<file path="config.mk">
export PLATFORM = sky130hd
export DESIGN_NAME = alu_mc_flat
export DESIGN_NICKNAME = d
export VERILOG_FILES = /design/src/rtl/alu_mc_if.sv /design/src/rtl/alu_mc.sv /design/src/flat_wrapper.sv
export SDC_FILE = /design/constraint.sdc
export NUM_CORES = 1
export LEC_CHECK = 0
export BUFFER_PORTS_ARGS = -buffer_cell sky130_fd_sc_hd__buf_2
export CORE_ASPECT_RATIO = 0.6
export CORE_UTILIZATION = 35
export DETAILED_ROUTE_END_ITERATION = 12
export PLACE_DENSITY_LB_ADDON = 0.08
export SETUP_SLACK_MARGIN = 0.5
export SLEW_MARGIN = 15
export SYNTH_ARGS = -nofsm -noshare
export SYNTH_HDL_FRONTEND = slang
export SYNTH_SLANG_ARGS = --single-unit
</file>
<file path="constraint.sdc">
create_clock -name clk -period 6.02 [get_ports clk]
set_input_delay 0.903 -clock clk [delete_from_list [all_inputs] [get_ports clk]]
set_output_delay 0.903 -clock clk [all_outputs]
set_load 0.005 [all_outputs]
</file>
<file path="src/rtl/alu_mc_if.sv">
// Handshake and operand/result bundle for the multi-cycle ALU.
// The slave modport is the ALU side; the master modport is the requester side.
interface alu_mc_if #(
  parameter int NUMBITS = 32
);
  logic               in_valid;
  logic               in_ready;
  logic [NUMBITS-1:0] A;
  logic [NUMBITS-1:0] B;
  logic [3:0]         opcode;
  logic               out_valid;
  logic               out_ready;
  logic [NUMBITS-1:0] result;
  logic               carryout;
  logic               overflow;
  logic               zero;
  logic               illegal;

  modport slave (
    input  in_valid, A, B, opcode, out_ready,
    output in_ready, out_valid, result, carryout, overflow, zero, illegal
  );

  modport master (
    output in_valid, A, B, opcode, out_ready,
    input  in_ready, out_valid, result, carryout, overflow, zero, illegal
  );
endinterface

</file>
<file path="src/rtl/alu_mc.sv">
// Multi-cycle ALU: single-cycle logic/arith ops, bit-serial shifts and a shift-add multiplier.
// Latency L means out_valid is high in the L-th cycle after the accepting edge.
module alu_mc #(
  parameter int NUMBITS = 32,
  parameter int SHW     = $clog2(NUMBITS)
) (
  input  logic     clk,
  input  logic     reset,
  alu_mc_if.slave  bus
);

  localparam int MSB = NUMBITS - 1;
  localparam int W2  = 2 * NUMBITS;

  localparam logic [3:0] OP_ADDU = 4'd0;
  localparam logic [3:0] OP_ADD  = 4'd1;
  localparam logic [3:0] OP_SUBU = 4'd2;
  localparam logic [3:0] OP_SUB  = 4'd3;
  localparam logic [3:0] OP_AND  = 4'd4;
  localparam logic [3:0] OP_OR   = 4'd5;
  localparam logic [3:0] OP_XOR  = 4'd6;
  localparam logic [3:0] OP_SRL  = 4'd7;
  localparam logic [3:0] OP_SLL  = 4'd8;
  localparam logic [3:0] OP_SRA  = 4'd9;
  localparam logic [3:0] OP_SLT  = 4'd10;
  localparam logic [3:0] OP_SLTU = 4'd11;
  localparam logic [3:0] OP_NOR  = 4'd12;
  localparam logic [3:0] OP_MUL  = 4'd13;

  typedef enum logic [1:0] {IDLE = 2'd0, BUSY = 2'd1, DONE = 2'd2} state_t;

  state_t           state_q, state_d;
  logic [3:0]       op_q, op_d;
  logic [MSB:0]     mcand_q, mcand_d;
  logic [W2-1:0]    work_q, work_d;
  logic [SHW-1:0]   cnt_q, cnt_d;
  logic [MSB:0]     result_q, result_d;
  logic             carry_q, carry_d;
  logic             ovf_q, ovf_d;
  logic             zero_q, zero_d;
  logic             illegal_q, illegal_d;
  logic             in_ready_q, in_ready_d;
  logic             out_valid_q, out_valid_d;

  logic             accept;
  logic [SHW-1:0]   sh;
  logic [NUMBITS:0] add_w;
  logic [NUMBITS:0] sub_w;
  logic [MSB:0]     step_sh;
  logic [W2-1:0]    step_mul;
  logic             fin;
  logic [MSB:0]     fin_res;
  logic             fin_carry;
  logic             fin_ovf;
  logic             fin_ill;

  function automatic logic [MSB:0] shift_step(input logic [3:0] op, input logic [MSB:0] x);
    case (op)
      OP_SLL:  return {x[MSB-1:0], 1'b0};
      OP_SRA:  return {x[MSB], x[MSB:1]};
      default: return {1'b0, x[MSB:1]};
    endcase
  endfunction

  // One shift-add step: {hi, lo} holds the partial product high half and the
  // not-yet-consumed multiplier bits; after NUMBITS steps it is the full product.
  function automatic logic [W2-1:0] mul_step(input logic [MSB:0] m, input logic [W2-1:0] p);
    logic [NUMBITS:0] s;
    s = {1'b0, p[W2-1:NUMBITS]} + (p[0] ? {1'b0, m} : {(NUMBITS+1){1'b0}});
    return {s, p[MSB:1]};
  endfunction

  always_comb begin
    state_d     = state_q;
    op_d        = op_q;
    mcand_d     = mcand_q;
    work_d      = work_q;
    cnt_d       = cnt_q;
    result_d    = result_q;
    carry_d     = carry_q;
    ovf_d       = ovf_q;
    zero_d      = zero_q;
    illegal_d   = illegal_q;
    fin         = 1'b0;
    fin_res     = '0;
    fin_carry   = 1'b0;
    fin_ovf     = 1'b0;
    fin_ill     = 1'b0;
    step_sh     = '0;
    step_mul    = '0;
    sh          = bus.B[SHW-1:0];
    add_w       = {1'b0, bus.A} + {1'b0, bus.B};
    sub_w       = {1'b0, bus.A} - {1'b0, bus.B};
    accept      = in_ready_q && bus.in_valid;

    case (state_q)
      IDLE: begin
        if (accept) begin
          op_d    = bus.opcode;
          mcand_d = bus.A;
          case (bus.opcode)
            OP_SRL, OP_SLL, OP_SRA: begin
              // The first bit is shifted on the accepting edge itself.
              step_sh = shift_step(bus.opcode, bus.A);
              if (sh == '0) begin
                fin     = 1'b1;
                fin_res = bus.A;
              end else if (sh == SHW'(1)) begin
                fin     = 1'b1;
                fin_res = step_sh;
              end else begin
                work_d  = {{NUMBITS{1'b0}}, step_sh};
                cnt_d   = sh - SHW'(1);
                state_d = BUSY;
              end
            end
            OP_MUL: begin
              work_d  = mul_step(bus.A, {{NUMBITS{1'b0}}, bus.B});
              cnt_d   = SHW'(NUMBITS - 1);
              state_d = BUSY;
            end
            default: begin
              fin = 1'b1;
              case (bus.opcode)
                OP_ADDU: begin
                  fin_res   = add_w[MSB:0];
                  fin_carry = add_w[NUMBITS];
                end
                OP_ADD: begin
                  fin_res = add_w[MSB:0];
                  fin_ovf = (bus.A[MSB] == bus.B[MSB]) && (add_w[MSB] != bus.A[MSB]);
                end
                OP_SUBU: begin
                  fin_res   = sub_w[MSB:0];
                  fin_carry = sub_w[NUMBITS];
                end
                OP_SUB: begin
                  fin_res = sub_w[MSB:0];
                  fin_ovf = (bus.A[MSB] != bus.B[MSB]) && (sub_w[MSB] != bus.A[MSB]);
                end
                OP_AND:  fin_res = bus.A & bus.B;
                OP_OR:   fin_res = bus.A | bus.B;
                OP_XOR:  fin_res = bus.A ^ bus.B;
                OP_NOR:  fin_res = ~(bus.A | bus.B);
                OP_SLT:  fin_res = {{MSB{1'b0}}, ($signed(bus.A) < $signed(bus.B))};
                OP_SLTU: fin_res = {{MSB{1'b0}}, sub_w[NUMBITS]};
                default: fin_ill = 1'b1;
              endcase
            end
          endcase
        end
      end
      BUSY: begin
        if (op_q == OP_MUL) begin
          step_mul = mul_step(mcand_q, work_q);
          work_d   = step_mul;
        end else begin
          step_sh = shift_step(op_q, work_q[MSB:0]);
          work_d  = {{NUMBITS{1'b0}}, step_sh};
        end
        cnt_d = cnt_q - SHW'(1);
        if (cnt_q == SHW'(1)) begin
          fin       = 1'b1;
          fin_res   = (op_q == OP_MUL) ? step_mul[MSB:0] : step_sh;
          fin_carry = (op_q == OP_MUL) && (step_mul[W2-1:NUMBITS] != '0);
        end
      end
      DONE: begin
        if (bus.out_ready) state_d = IDLE;
      end
      default: state_d = IDLE;
    endcase

    // Result and flags only change when an op completes; they hold otherwise.
    if (fin) begin
      state_d   = DONE;
      result_d  = fin_res;
      carry_d   = fin_carry;
      ovf_d     = fin_ovf;
      zero_d    = (fin_res == '0);
      illegal_d = fin_ill;
    end

    in_ready_d  = (state_d == IDLE);
    out_valid_d = (state_d == DONE);
  end

  always_ff @(posedge clk) begin
    if (!reset) begin
      state_q     <= IDLE;
      op_q        <= '0;
      mcand_q     <= '0;
      work_q      <= '0;
      cnt_q       <= '0;
      result_q    <= '0;
      carry_q     <= 1'b0;
      ovf_q       <= 1'b0;
      zero_q      <= 1'b0;
      illegal_q   <= 1'b0;
      in_ready_q  <= 1'b0;
      out_valid_q <= 1'b0;
    end else begin
      state_q     <= state_d;
      op_q        <= op_d;
      mcand_q     <= mcand_d;
      work_q      <= work_d;
      cnt_q       <= cnt_d;
      result_q    <= result_d;
      carry_q     <= carry_d;
      ovf_q       <= ovf_d;
      zero_q      <= zero_d;
      illegal_q   <= illegal_d;
      in_ready_q  <= in_ready_d;
      out_valid_q <= out_valid_d;
    end
  end

  assign bus.in_ready  = in_ready_q;
  assign bus.out_valid = out_valid_q;
  assign bus.result    = result_q;
  assign bus.carryout  = carry_q;
  assign bus.overflow  = ovf_q;
  assign bus.zero      = zero_q;
  assign bus.illegal   = illegal_q;

endmodule

</file>
<file path="src/flat_wrapper.sv">
// flat-port wrapper written by rule: the top's interface ports become plain ports
module alu_mc_flat 
#(
  parameter int NUMBITS = 32,
  parameter int SHW     = $clog2(NUMBITS)
)
  (clk, reset, bus_in_valid, bus_A, bus_B, bus_opcode, bus_out_ready, bus_in_ready, bus_out_valid, bus_result, bus_carryout, bus_overflow, bus_zero, bus_illegal);
  alu_mc_if #(.NUMBITS(NUMBITS)) bus_i ();
  input  logic clk;
  input  logic reset;
  input wire logic [$bits(bus_i.in_valid)-1:0] bus_in_valid;
  input wire logic [$bits(bus_i.A)-1:0] bus_A;
  input wire logic [$bits(bus_i.B)-1:0] bus_B;
  input wire logic [$bits(bus_i.opcode)-1:0] bus_opcode;
  input wire logic [$bits(bus_i.out_ready)-1:0] bus_out_ready;
  output wire logic [$bits(bus_i.in_ready)-1:0] bus_in_ready;
  output wire logic [$bits(bus_i.out_valid)-1:0] bus_out_valid;
  output wire logic [$bits(bus_i.result)-1:0] bus_result;
  output wire logic [$bits(bus_i.carryout)-1:0] bus_carryout;
  output wire logic [$bits(bus_i.overflow)-1:0] bus_overflow;
  output wire logic [$bits(bus_i.zero)-1:0] bus_zero;
  output wire logic [$bits(bus_i.illegal)-1:0] bus_illegal;
  assign bus_i.in_valid = bus_in_valid;
  assign bus_i.A = bus_A;
  assign bus_i.B = bus_B;
  assign bus_i.opcode = bus_opcode;
  assign bus_i.out_ready = bus_out_ready;
  assign bus_in_ready = bus_i.in_ready;
  assign bus_out_valid = bus_i.out_valid;
  assign bus_result = bus_i.result;
  assign bus_carryout = bus_i.carryout;
  assign bus_overflow = bus_i.overflow;
  assign bus_zero = bus_i.zero;
  assign bus_illegal = bus_i.illegal;
  alu_mc #(.NUMBITS(NUMBITS), .SHW(SHW)) u_core (.clk(clk), .reset(reset), .bus(bus_i));
endmodule
</file>
**Yosys cells after proc, flatten, opt, wreduce, memory -nomap -nowiden**

Index checks and enable logic that the tools add are counted.
W data, S select, Z words.

- Flip-flop bits (word level): 145
- Bits in latches: 0
- Bits in writable memories: 0
- Memory bits (read-only): 0
- Input bits: 72
- Output and inout port bits: 38
- Word-level logic and storage cells: 120
- Memories: 0

- $add $sub $neg: 5
- $mul: 0
- Divide/modulo/power cells: 0
- $lt $le $gt $ge: 1
- Equal/unequal tests: 29
- Shift operators: 0
- Muxes and demuxes: 51
- Bitwise operators: 4
- Reductions and logical operators: 18

Operators with widths:

| operator | number |
|---|---|
| $mux W64 | 6 |
| $pmux W32 S2 | 4 |
| $pmux W32 S8 | 1 |
| $pmux W64 S2 | 2 |
| $mux W32 | 7 |
| $eq A4 B4 Y1 const B | 9 |
| $add A32 B32 Y33 | 1 |
| $add A32 B33 Y33 | 1 |
| $sub A32 B32 Y33 | 1 |
| $and A32 B32 Y32 | 1 |
| $logic_not A32 Y1 | 1 |
| $lt A32 B32 Y1 | 1 |
| $not A32 Y32 | 1 |
| $or A32 B32 Y32 | 1 |
| $reduce_bool A32 Y1 | 1 |
| $xor A32 B32 Y32 | 1 |
| $pmux W5 S2 | 2 |
| $eq A4 B3 Y1 const B | 4 |
| $mux W5 | 3 |
| $mux W1 | 14 |
| $eq A5 B1 Y1 const B | 2 |
| $mux W2 | 5 |
| $pmux W1 S2 | 5 |
| $reduce_or A10 Y1 | 1 |
| 22 further kinds | 33 |

**Logic depth before layout (Yosys ltp)**

Gate-level depths: netlist (run 1).

- Depth in word-level cells: 8
- Depth in mapped cells: 16
- Depth with buffers taken out: 15

**Worst setup path after synthesis (run 1)**

OpenSTA, ideal clock, no wires.

- Path type: input-to-reg
- From: input port bus_B[0]
- To: register u_core.zero_q, in the netlist u_core.bus.zero
- Library setup time: 87 ps
- Data arrival time: 4229 ps
- Data required time: 5933 ps
- Slack: 1704 ps
- Cell stages on the path: 14
- Buffers on the path: 0
- Cells stage by stage: ha_1 > inv_1 > fa_1 > nand2b_1 > a211oi_1 > o21ai_1 > a2111oi_2 > nor2_1 > o31ai_2 > a2111oi_0 > a211oi_1 > o31ai_1 > or4_1 > o31ai_1

- Longest elaborated chain between the ends: 7
- Elaborated cells on any way between the ends: 21
- Classes of those cells: add/sub (2); order compare (1); eq/ne (1); mux (11); bitwise (4); reduce/logical (2)

Ends and longest elaborated chain:

| what | RTL line | RTL |
|---|---|---|
| start, declared | flat_wrapper.sv:13 | `input wire logic [$bits(bus_i.B)-1:0] bus_B;` |
| parallel branches: the longest is 7 deep, another holds $sub A32 B32 Y33 | - |  |
| end signal, assigned | alu_mc.sv:211 | `zero_q <= zero_d;` |
| end, declared | alu_mc.sv:40 | `logic zero_q, zero_d;` |

Parallel ways; which one is timed is not known.
A chain may end at the register's enable or synchronous reset.

**Worst setup path after layout (run 1)**

- From: register u_core.work_q[0]
- To: register u_core.carry_q, in the netlist u_core.bus.carryout

- Longest elaborated chain between the ends: 8

Ends and longest elaborated chain:

| what | RTL line | RTL |
|---|---|---|
| start, declared | alu_mc.sv:35 | `logic [W2-1:0] work_q, work_d;` |
| start signal, assigned | alu_mc.sv:206 | `work_q <= work_d;` |
| $mux W32 | alu_mc.sv:69 | `s = {1'b0, p[W2-1:NUMBITS]} + (p[0] ? {1'b0, m} : {(NUMBITS+1){1'b0}});` |
| $add A32 B33 Y33 | alu_mc.sv:69 |  |
| $mux W64 | alu_mc.sv:154 | `if (op_q == OP_MUL) begin` |
| $mux W64 | alu_mc.sv:96 | `case (state_q)` |
| $reduce_bool A32 Y1 | alu_mc.sv:165 | `fin_carry = (op_q == OP_MUL) && (step_mul[W2-1:NUMBITS] != '0);` |
| $logic_and A1 B1 Y1 | alu_mc.sv:165 |  |
| $mux W1 | alu_mc.sv:162 | `if (cnt_q == SHW'(1)) begin` |
| $pmux W1 S2 | alu_mc.sv:96 |  |
| end signal, assigned | alu_mc.sv:209 | `carry_q <= carry_d;` |
| end, declared | alu_mc.sv:38 | `logic carry_q, carry_d;` |

No other way between the ends. The select of a mux whose other input is x is not followed.

==> run metrics, run 1 <==
Clock Latency Late Sink 0.46 ns; core area 43300 um^2; Root Driver clkbuf_16; Worst R2R Setup Slack 0.87 ns; Post-synth EDFFs 0; Crit Path Class reg2reg; fin. max-slew vios 0; Syn Nets 2348; clk_skew 0.0180 ns; die area 44800 um^2; DRC viols 0; I/O Pins 110; share of cells above drive strength 1 12.4%; Crit path required time 6.32 ns; CP dominant cell by count and2_1; Overall Power 3.22 mW; Ant. Diodes 0; clk buf depth 2; Initial DRC Count 2429; area grow syn2layout 13.3%; Achievable Freq 0.194 GHz; # hold bufs at CTS 0; Yosys Warn Count 0; maxcap violations 0; first-pass GRT wire length 113000 um; synthesized flop and latch total 145; GP Congestion 0.992; Worst-path clk slew 0.07 ns; VDD IR max 220 uV; gr usage total 34.4%; Crit-path slowest cell or4_1; area of the multi-input gates 11600 um^2; Initial Util 35.5%; CP Capture Point u_core.bus.carryout; Core Rows 59; register area 2900 um^2; Final setup viols 0; PortBufs 109; vias in the first global route 15900; worst rel slew slack 25.1%; crit end category flip-flop; CP Max Fanout 12; hold path cells 2; Die W 273 um; post-layout min period 5.15 ns; Worst setup SP type flip-flop; reg2reg end u_core.bus.carryout; crit share post-route 85.5%; Least-Margin Pin Slew 1.12 ns; worst hold path type reg2reg; unrepaired setup endpoints after global routing no; Setup crit start u_core.work_q[0]; Final Hold Vio Count 0; Netlist cell types 88; CTS tree done; ys flop type dfxtp_1; detailed-route via count 17700; Die Height 164 um; DRT Wirelength 78300 um; Layout fillers 4590; CP peak stage delay 0.64 ns; Vias/cell 6.38; CTS Buf Count 17; Wirelength per Cell 28.2 um; Seq/Total Area, Yosys 18.9%; Post-Synthesis Cells 2124; synthesized cell area 15400 um^2; pin count of the biggest net entering global routing 76; router iterations before antenna repair 6; cell area power density 185 nW/um^2; Avg Inst Size Synth 7.24 um^2; Layout Nets 2408; antenna violations before repair 0; outcome finished clean; Critical Path AT 5.45 ns; Post-synth ARST share 0%; Sum Neg Setup Slack 0 ns; Detailed Place HPWL 59700 um; Leak 7.01 nW; r2r worst-path depth 15; reg2reg start u_core.work_q[0]; Overflow after GRT 0; Antenna Violating Nets Remaining 0; crit path cell chain and2_1 > ha_1 > inv_1 > fa_1 > nor2b_1 > o2111ai_1 > and2_1 > o21a_1 > o21ai_0 > xor2_1 > or4_1 > o41a_1 > or4b_4 > a2111oi_4 > o22ai_1; clock sinks 145; H-tree depth 4
## registers in the layout (all words and copies together) (netlist names)
register and cells:
u_core.work_q 64, u_core.bus.result 32, u_core.mcand_q 32, u_core.cnt_q 5, u_core.op_q 4, u_core.state_q 2
u_core.bus.carryout 1, u_core.bus.illegal 1, u_core.bus.in_ready 1, u_core.bus.out_valid 1, u_core.bus.overflow 1, u_core.bus.zero 1
## Yosys cell counts (13+ instances only)
library cell	count	area share (%)
nand2b_1	21	0.85
a22oi_1	21	1.0
a221oi_1	20	1.1
mux2i_1	54	3.5
inv_1	114	2.8
nand3_1	39	1.3
nand2_1	189	4.6
o31ai_1	19	0.93
o21bai_1	13	0.63
a31oi_1	25	1.0
o221ai_1	17	0.97
xnor2_1	31	1.8
a222oi_1	16	1.0
nand4_1	20	0.81
nor3_1	34	1.1
nor2b_1	18	0.73
nor2_1	235	5.7
a21o_1	34	1.7
a21oi_1	223	7.3
or3_1	15	0.61
o21ai_0	72	2.3
buf_2	14	0.46
clkbuf_1	125	3.1
a2111oi_0	14	0.80
o211ai_1	24	1.2
dfxtp_1	145	19
nor4_1	23	0.94
a211oi_1	135	6.6
ha_1	149	12
and2_1	41	1.7
## kinds of logic (layout without fill, tap and decap cells)
| kind of cell | after synthesis | in the layout | share of synthesized area (%) |
|---|---|---|---|
| compound gates | 772 | 772 | 34.6 |
| simple gates | 687 | 687 | 21.0 |
| buf+inv | 266 | 339 | 6.65 |
| fa+ha+maj | 152 | 152 | 12.5 |
| flops | 145 | 145 | 18.9 |
| mux | 59 | 59 | 3.95 |
| xor+xnor | 43 | 43 | 2.45 |
## cells in the final DEF (no fill, tap or decap), drive strengths merged, types with 10 or more instances in the layout
master,n
nor2,235
a21oi,223
nand2,190
buf,190
ha,149
dfxtp,145
a211oi,137
inv,124
o21ai,79
mux2i,54
and2,41
nand3,39
a21o,34
nor3,34
xnor2,31
a31oi,26
o211ai,24
nor4,23
a22oi,21
nand2b,21
nand4,20
a221oi,20
o31ai,20
nor2b,18
clkbuf,17
o221ai,17
a222oi,16
a2111oi,16
or3,15
o21bai,13
o21a,12
xor2,12
o22ai,12
o2111ai,10
a211o,10
## area by class of cell
class	instances	area share, %
sequential	145	16.7
tap	579	4.16
clock inverter	15	1.09
timing repair buffer	190	6.69
clock buffer	17	2.44
inverter	117	2.53
multi-input combinational	1713	66.4
## worst max-delay path: cells and delay by family, from the launching register on
| family | cells | cell delay [ns] |
|---|---|---|
| adders and majority gates | 2 | 0.63 |
| AOI/OAI and AO/OA | 6 | 1.64 |
| buffers and inverters | 1 | 0.07 |
| DFF | 1 | 0.63 |
| xor gates and xnor gates | 1 | 0.15 |
| and+or+nand+nor | 5 | 1.91 |
## power by group
part	internal, mW	switching (mW)	leakage, nW
logic	0.325	0.678	5.54
registers	1.00	0.0362	1.18
clock network	0.634	0.551	0.293
total	1.96	1.27	7.01
## what timing repair did
item | in CTS | in global routing
setup buffers | 0 | 0
endpoints found under the setup margin | 0 | 1
gates resized for setup | 0 | 1
## worst min-delay path by stage
stage / from / end / slack (ns)
after CTS: u_core.mcand_q[30] / u_core.mcand_q[30] / 0.45
after global routing: u_core.bus.result[4] / u_core.bus.result[4] / 0.47
final: u_core.bus.result[1] / u_core.bus.result[1] / 0.45
after floorplan: u_core.mcand_q[0] / u_core.mcand_q[0] / 0.43
after global placement: u_core.mcand_q[20] / u_core.mcand_q[20] / 0.44
after detailed placement: u_core.mcand_q[30] / u_core.mcand_q[30] / 0.44
## per-layer routing
metal | vias to the layer above | GRT usage [%] | wire [um]
met4 | 0 | 7.00 | 1400
met3 | 81 | 8.16 | 8730
li1 | 8021 | - | -
met2 | 1004 | 48.5 | 31000
met5 | - | 0 | 0
met1 | 8610 | 51.9 | 37100
## through the flow
step	worst slack, ns	instances	cell area [um^2]	utilization [%]	hold WS, ns
3_3_place_gp	0.468	2744	16800	38.8	0.439
5_1_grt	0.597	2776	17400	40.2	0.468
2_1_floorplan	1.70	2124	15400	-	0.432
3_5_place_dp	0.505	2744	16800	38.8	0.442
4_1_cts	0.900	2776	17400	40.2	0.453
6_report	0.871	2776	17400	40.2	0.452
Power figures use the tool's default switching activity.
==> inputs of run 2 (changes only) <==
--- a/config.mk
+++ b/config.mk
@@ -6,10 +6,9 @@
 export NUM_CORES = 1
 export LEC_CHECK = 0
 export BUFFER_PORTS_ARGS = -buffer_cell sky130_fd_sc_hd__buf_2
-export CORE_ASPECT_RATIO = 0.6
+export CORE_MARGIN = 10
 export CORE_UTILIZATION = 35
 export DETAILED_ROUTE_END_ITERATION = 12
-export PLACE_DENSITY_LB_ADDON = 0.08
 export SETUP_SLACK_MARGIN = 0.5
 export SLEW_MARGIN = 15
 export SYNTH_ARGS = -nofsm -noshare
==> run metrics, run 2 (same netlist as run 1, synthesis figures left out) <==
cell area after layout 17200 um^2; crit end category flip-flop; fin. max-slew vios 0; Comb power frac 30.6%; CP top delay family compound AO/OA/AOI/OAI gates; Biggest register u_core.work_q; Worst setup SP type primary input; gr usage total 25.2%; I/O Pins 110; register share of total power 33.6%; cell internal pwr 1.89 mW; Worst R2R Setup Slack 1.13 ns; Least-Margin Pin Slew 1.18 ns; Critical Path AT 5.59 ns; CTS tree done; DP Area 16600 um^2; Initial Util 35.6%; detailed-route via count 17300; DRC viols 0; Crit-path slowest cell or4b_2; die area 52700 um^2; maxcap violations 0; Leak 6.88 nW; Detailed Place HPWL 51800 um; CP Max Fanout 17; CP peak stage delay 0.86 ns; Vias/cell 6.27; GP Congestion 1.03; leading cell type in the layout, fill and taps excluded nor2_1; Largest register FFs 64; Sum Neg Setup Slack 0 ns; share of cells above drive strength 1 11.5%; r2r worst-path depth 15; Layout Nets 2385; Clock Latency Late Sink 0.47 ns; unrepaired setup endpoints after global routing no; vias in the first global route 16300; Antenna Violating Nets Remaining 0; clock sinks 145; reg2reg end u_core.bus.carryout; cell area power density 179 nW/um^2; Post-CTS Repair Setup Buffers 0; router iterations before antenna repair 8; reg2reg start u_core.work_q[0]; commonest non-fill, non-tap cells in the layout nor2_1, a21oi_1, nand2_1; DRT Wirelength 69500 um; Wirelength per Cell 25.2 um; hold slack 0.451 ns; Crit Path Class in2reg; switching portion of total power 38.6%; area grow syn2layout 11.8%; Worst-path clk slew 0.08 ns; Core Rows 76; first-pass GRT wire length 103000 um; core area 43300 um^2; Crit path required time 6.42 ns; worst min-delay path endpoint u_core.bus.result[22]; PortBufs 109; CTS Buf Count 17; antenna violations before repair 2; Overflow after GRT 0; hold path cells 2; VDD IR max 153 uV; pin count of the biggest net entering global routing 95; post-layout min period 5.19 ns; Die W 230 um; crit share post-route 86.2%; Resized cells post-CTS 0; Clk pwr share 35.8%; H-tree depth 4; clk_skew 0.0136 ns; Initial DRC Count 1773; fin util 39.8%; crit path cell chain buf_2 > inv_1 > ha_1 > or4b_2 > buf_4 > nor2_1 > a211oi_1 > a2111oi_0 > o311ai_0 > a221o_1 > a31oi_1 > o2111ai_1 > or4_1 > o31ai_1; worst rel slew slack 21.4%; Root Driver clkbuf_16; # hold bufs at CTS 0; Die Height 230 um; Achievable Freq 0.193 GHz; clk buf depth 2; min-delay src u_core.bus.result[22]; Buf/Inv on CP 3; Final setup viols 0; worst hold path type reg2reg; Final Hold Vio Count 0; outcome finished clean; Psw 1.19 mW
## run 2: changes by cell type in the layout (fill, tap and decap cells not counted), sizes merged
cell,before,now
buf,190,167
bufinv,2,1
clkinv,3,6
clkinvlp,3,2
diode,0,1
inv,124,123
## run 2: power by group through the flow
stage	Clock [mW]	Combinational (mW)	Sequential, mW
after floorplan	0	0.578	1.04
after global placement	0	0.912	1.05
after detailed placement	0	0.915	1.05
after CTS	1.12	0.919	1.03
after global routing	1.15	1.01	1.04
final	1.10	0.941	1.03
## run 2: worst min-delay path, stage by stage, from the launching register on
cell,delay (ns)
dfxtp_1,0.31
nand2_1,0.05
a21oi_1,0.05
## run 2: worst max path at each step
stage | endpoint | slack [ns] | cells past startpoint | startpoint
2_1_floorplan | u_core.bus.zero | 1.70 | 14 | bus_B[0]
3_3_place_gp | u_core.bus.zero | 0.51 | 14 | bus_B[0]
3_5_place_dp | u_core.bus.zero | 0.53 | 14 | bus_B[0]
4_1_cts | u_core.bus.zero | 1.05 | 14 | bus_B[0]
5_1_grt | u_core.bus.zero | 0.60 | 15 | bus_A[6]
6_report | u_core.bus.zero | 0.83 | 14 | bus_B[0]
## run 2: per-stage QoR
| step | power [mW] | cells | setup WS, ns |
|---|---|---|---|
| floorplan | 1.62 | 2124 | 1.70 |
| global placement | 1.97 | 2727 | 0.513 |
| detailed placement | 1.97 | 2727 | 0.533 |
| CTS | 3.07 | 2759 | 1.05 |
| global route | 3.20 | 2760 | 0.597 |
| finish | 3.08 | 2760 | 0.829 |
## run 2: cell type report
class                   count  area [um^2]
clock inverters            15          146
diodes                      1         2.50
repair buffers            167          993
flip-flops and latches    145         2900
fillers                  4538        26100
multi-input cells        1713        11600
inverters                 117          442
clock buffers              17          425
well taps                 585          732
## run 2: layer usage
metal	share of wire, %	track usage [%]	up-vias
li1	-	-	7970
met2	45	40.0	788
met1	43	32.5	8396
met5	0.023	0	-
met4	4.0	10.7	2
met3	8.5	5.54	147
==> inputs of run 3 (changes only) <==
--- a/config.mk
+++ b/config.mk
@@ -9,6 +9,7 @@
 export CORE_MARGIN = 10
 export CORE_UTILIZATION = 35
 export DETAILED_ROUTE_END_ITERATION = 12
+export REMOVE_ABC_BUFFERS = 1
 export SETUP_SLACK_MARGIN = 0.5
 export SLEW_MARGIN = 15
 export SYNTH_ARGS = -nofsm -noshare
==> run metrics, run 3 (same netlist as run 1, synthesis figures left out) <==
reg2reg start u_core.work_q[0]; clk_skew 0.0156 ns; Psw 1.18 mW; Die Height 230 um; Crit-path slowest cell or4b_2; register area 2900 um^2; maxcap violations 0; Layout fillers 4535; fin. max-slew vios 0; DRC viols 0; crit end category flip-flop; Leak 6.97 nW; worst rel slew slack 37.3%; Root Driver clkbuf_16; unrepaired setup endpoints after global routing no; Core Rows 76; Achievable Freq 0.184 GHz; detailed-route via count 17300; Final Hold Vio Count 0; die area 52700 um^2; area grow syn2layout 12.8%; clk buf depth 2; H-tree depth 4; core area 43300 um^2; Die W 230 um; register share of total power 32.1%; area of the multi-input gates 11600 um^2; Worst-path clk slew 0.07 ns; Non-Filler Instances 2770; first-pass GRT wire length 105000 um; post-placement cell count 2738; Final setup viols 0; Vias/cell 6.23; final worst setup slack 0.587 ns; Setup crit start bus_B[0]; Crit path required time 6.44 ns; CP Max Fanout 21; Clk pwr share 38.1%; antenna violations before repair 2; Biggest register u_core.work_q; Initial DRC Count 1952; Largest register FFs 64; outcome finished clean; cell area power density 185 nW/um^2; share of cells above drive strength 1 11.9%; VDD IR max 157 uV; Wirelength per Cell 25.4 um; crit path cell chain buf_2 > inv_1 > ha_1 > or4b_2 > buf_4 > nor2_1 > a211oi_1 > a2111o_1 > o31a_1 > nor4_1 > and4_1 > nand4_1 > or4_1 > o31ai_1; I/O Pins 110; DRT Wirelength 70400 um; CTS Buf Count 17; Layout Nets 2396; Detailed Place HPWL 52500 um; Worst R2R Setup Slack 1.19 ns; pin count of the biggest net entering global routing 75; Comb power frac 29.8%; cell internal pwr 2.03 mW; commonest non-fill, non-tap cells in the layout nor2_1, a21oi_1, nand2_1; crit share post-route 90.2%; Crit Path Class in2reg; Least-Margin Pin Slew 0.940 ns; CTS tree done; Overflow after GRT 0; switching portion of total power 36.7%; worst hold path type reg2reg; Clock Latency Late Sink 0.51 ns; Critical Path AT 5.85 ns; PortBufs 109; Post-CTS Repair Setup Buffers 0; router iterations before antenna repair 7; Antenna Violating Nets Remaining 0; CP peak stage delay 0.95 ns; gr usage total 25.8%; vias in the first global route 16700; GP Congestion 0.998; clock sinks 145; pre-CTS WS 0.0701 ns; post-layout min period 5.43 ns; min-delay src u_core.mcand_q[9]; Initial Util 35.6%; Worst setup SP type primary input; leading cell type in the layout, fill and taps excluded nor2_1
run 3: routing by layer:
layer | up-vias | share of wire (%) | GRT usage, % | routed length, um
met2 | 769 | 45 | 41.5 | 31800
li1 | 8002 | - | - | -
met5 | - | 0 | 0 | 0
met4 | 0 | 4.0 | 11.6 | 2830
met3 | 162 | 7.3 | 4.54 | 5160
met1 | 8329 | 43 | 33.2 | 30600
run 3: critical path: cells and delay by family:
kind                     cells  cell delay [ns]
buffers and inverters        3             0.80
adder cells (fa/ha/maj)      1             0.22
AO/OA/AOI/OAI                4             1.05
AND/OR/NAND/NOR              6             2.86
run 3: worst paths after layout:
kind / to / cells past startpoint
max: u_core.bus.zero / 14
min: u_core.mcand_q[9] / 2
max reg2reg: u_core.bus.carryout / 13
min reg2reg: u_core.mcand_q[9] / 2
run 3: area by class of cell:
cell class | count | share of cell area, %
inverter | 117 | 2.54
clock buffer | 20 | 2.63
multi-input combinational | 1713 | 66.7
sequential | 145 | 16.7
timing repair buffer | 178 | 6.20
clock inverter | 11 | 1.02
antenna | 1 | 0.0144
tap | 585 | 4.22
run 3: power by group through the flow:
stage	sequential, mW	combinational (mW)	clock [mW]
after global placement	1.05	0.934	0
final	1.03	0.958	1.23
after global routing	1.04	1.03	1.28
after CTS	1.03	0.938	1.25
after floorplan	1.04	0.556	0
after detailed placement	1.05	0.933	0
run 3: repair_timing:
| item | 4_1_cts | 5_1_grt |
|---|---|---|
| endpoints found under the setup margin | 0 | 1 |
| hold buffers | 0 | 0 |
| resized for setup | 0 | 2 |
run 3: stage by stage:
step | total power, mW | utilization (%) | hold WS (ns) | area (um^2) | TNS [ns]
floorplan | 1.60 | - | 0.432 | 14800 | -59.15
global placement | 1.99 | 38.6 | 0.439 | 16700 | 0
detailed placement | 1.99 | 38.6 | 0.442 | 16700 | 0
CTS | 3.22 | 40.1 | 0.452 | 17300 | 0
global route | 3.35 | 40.1 | 0.467 | 17400 | 0
finish | 3.22 | 40.1 | 0.450 | 17400 | 0
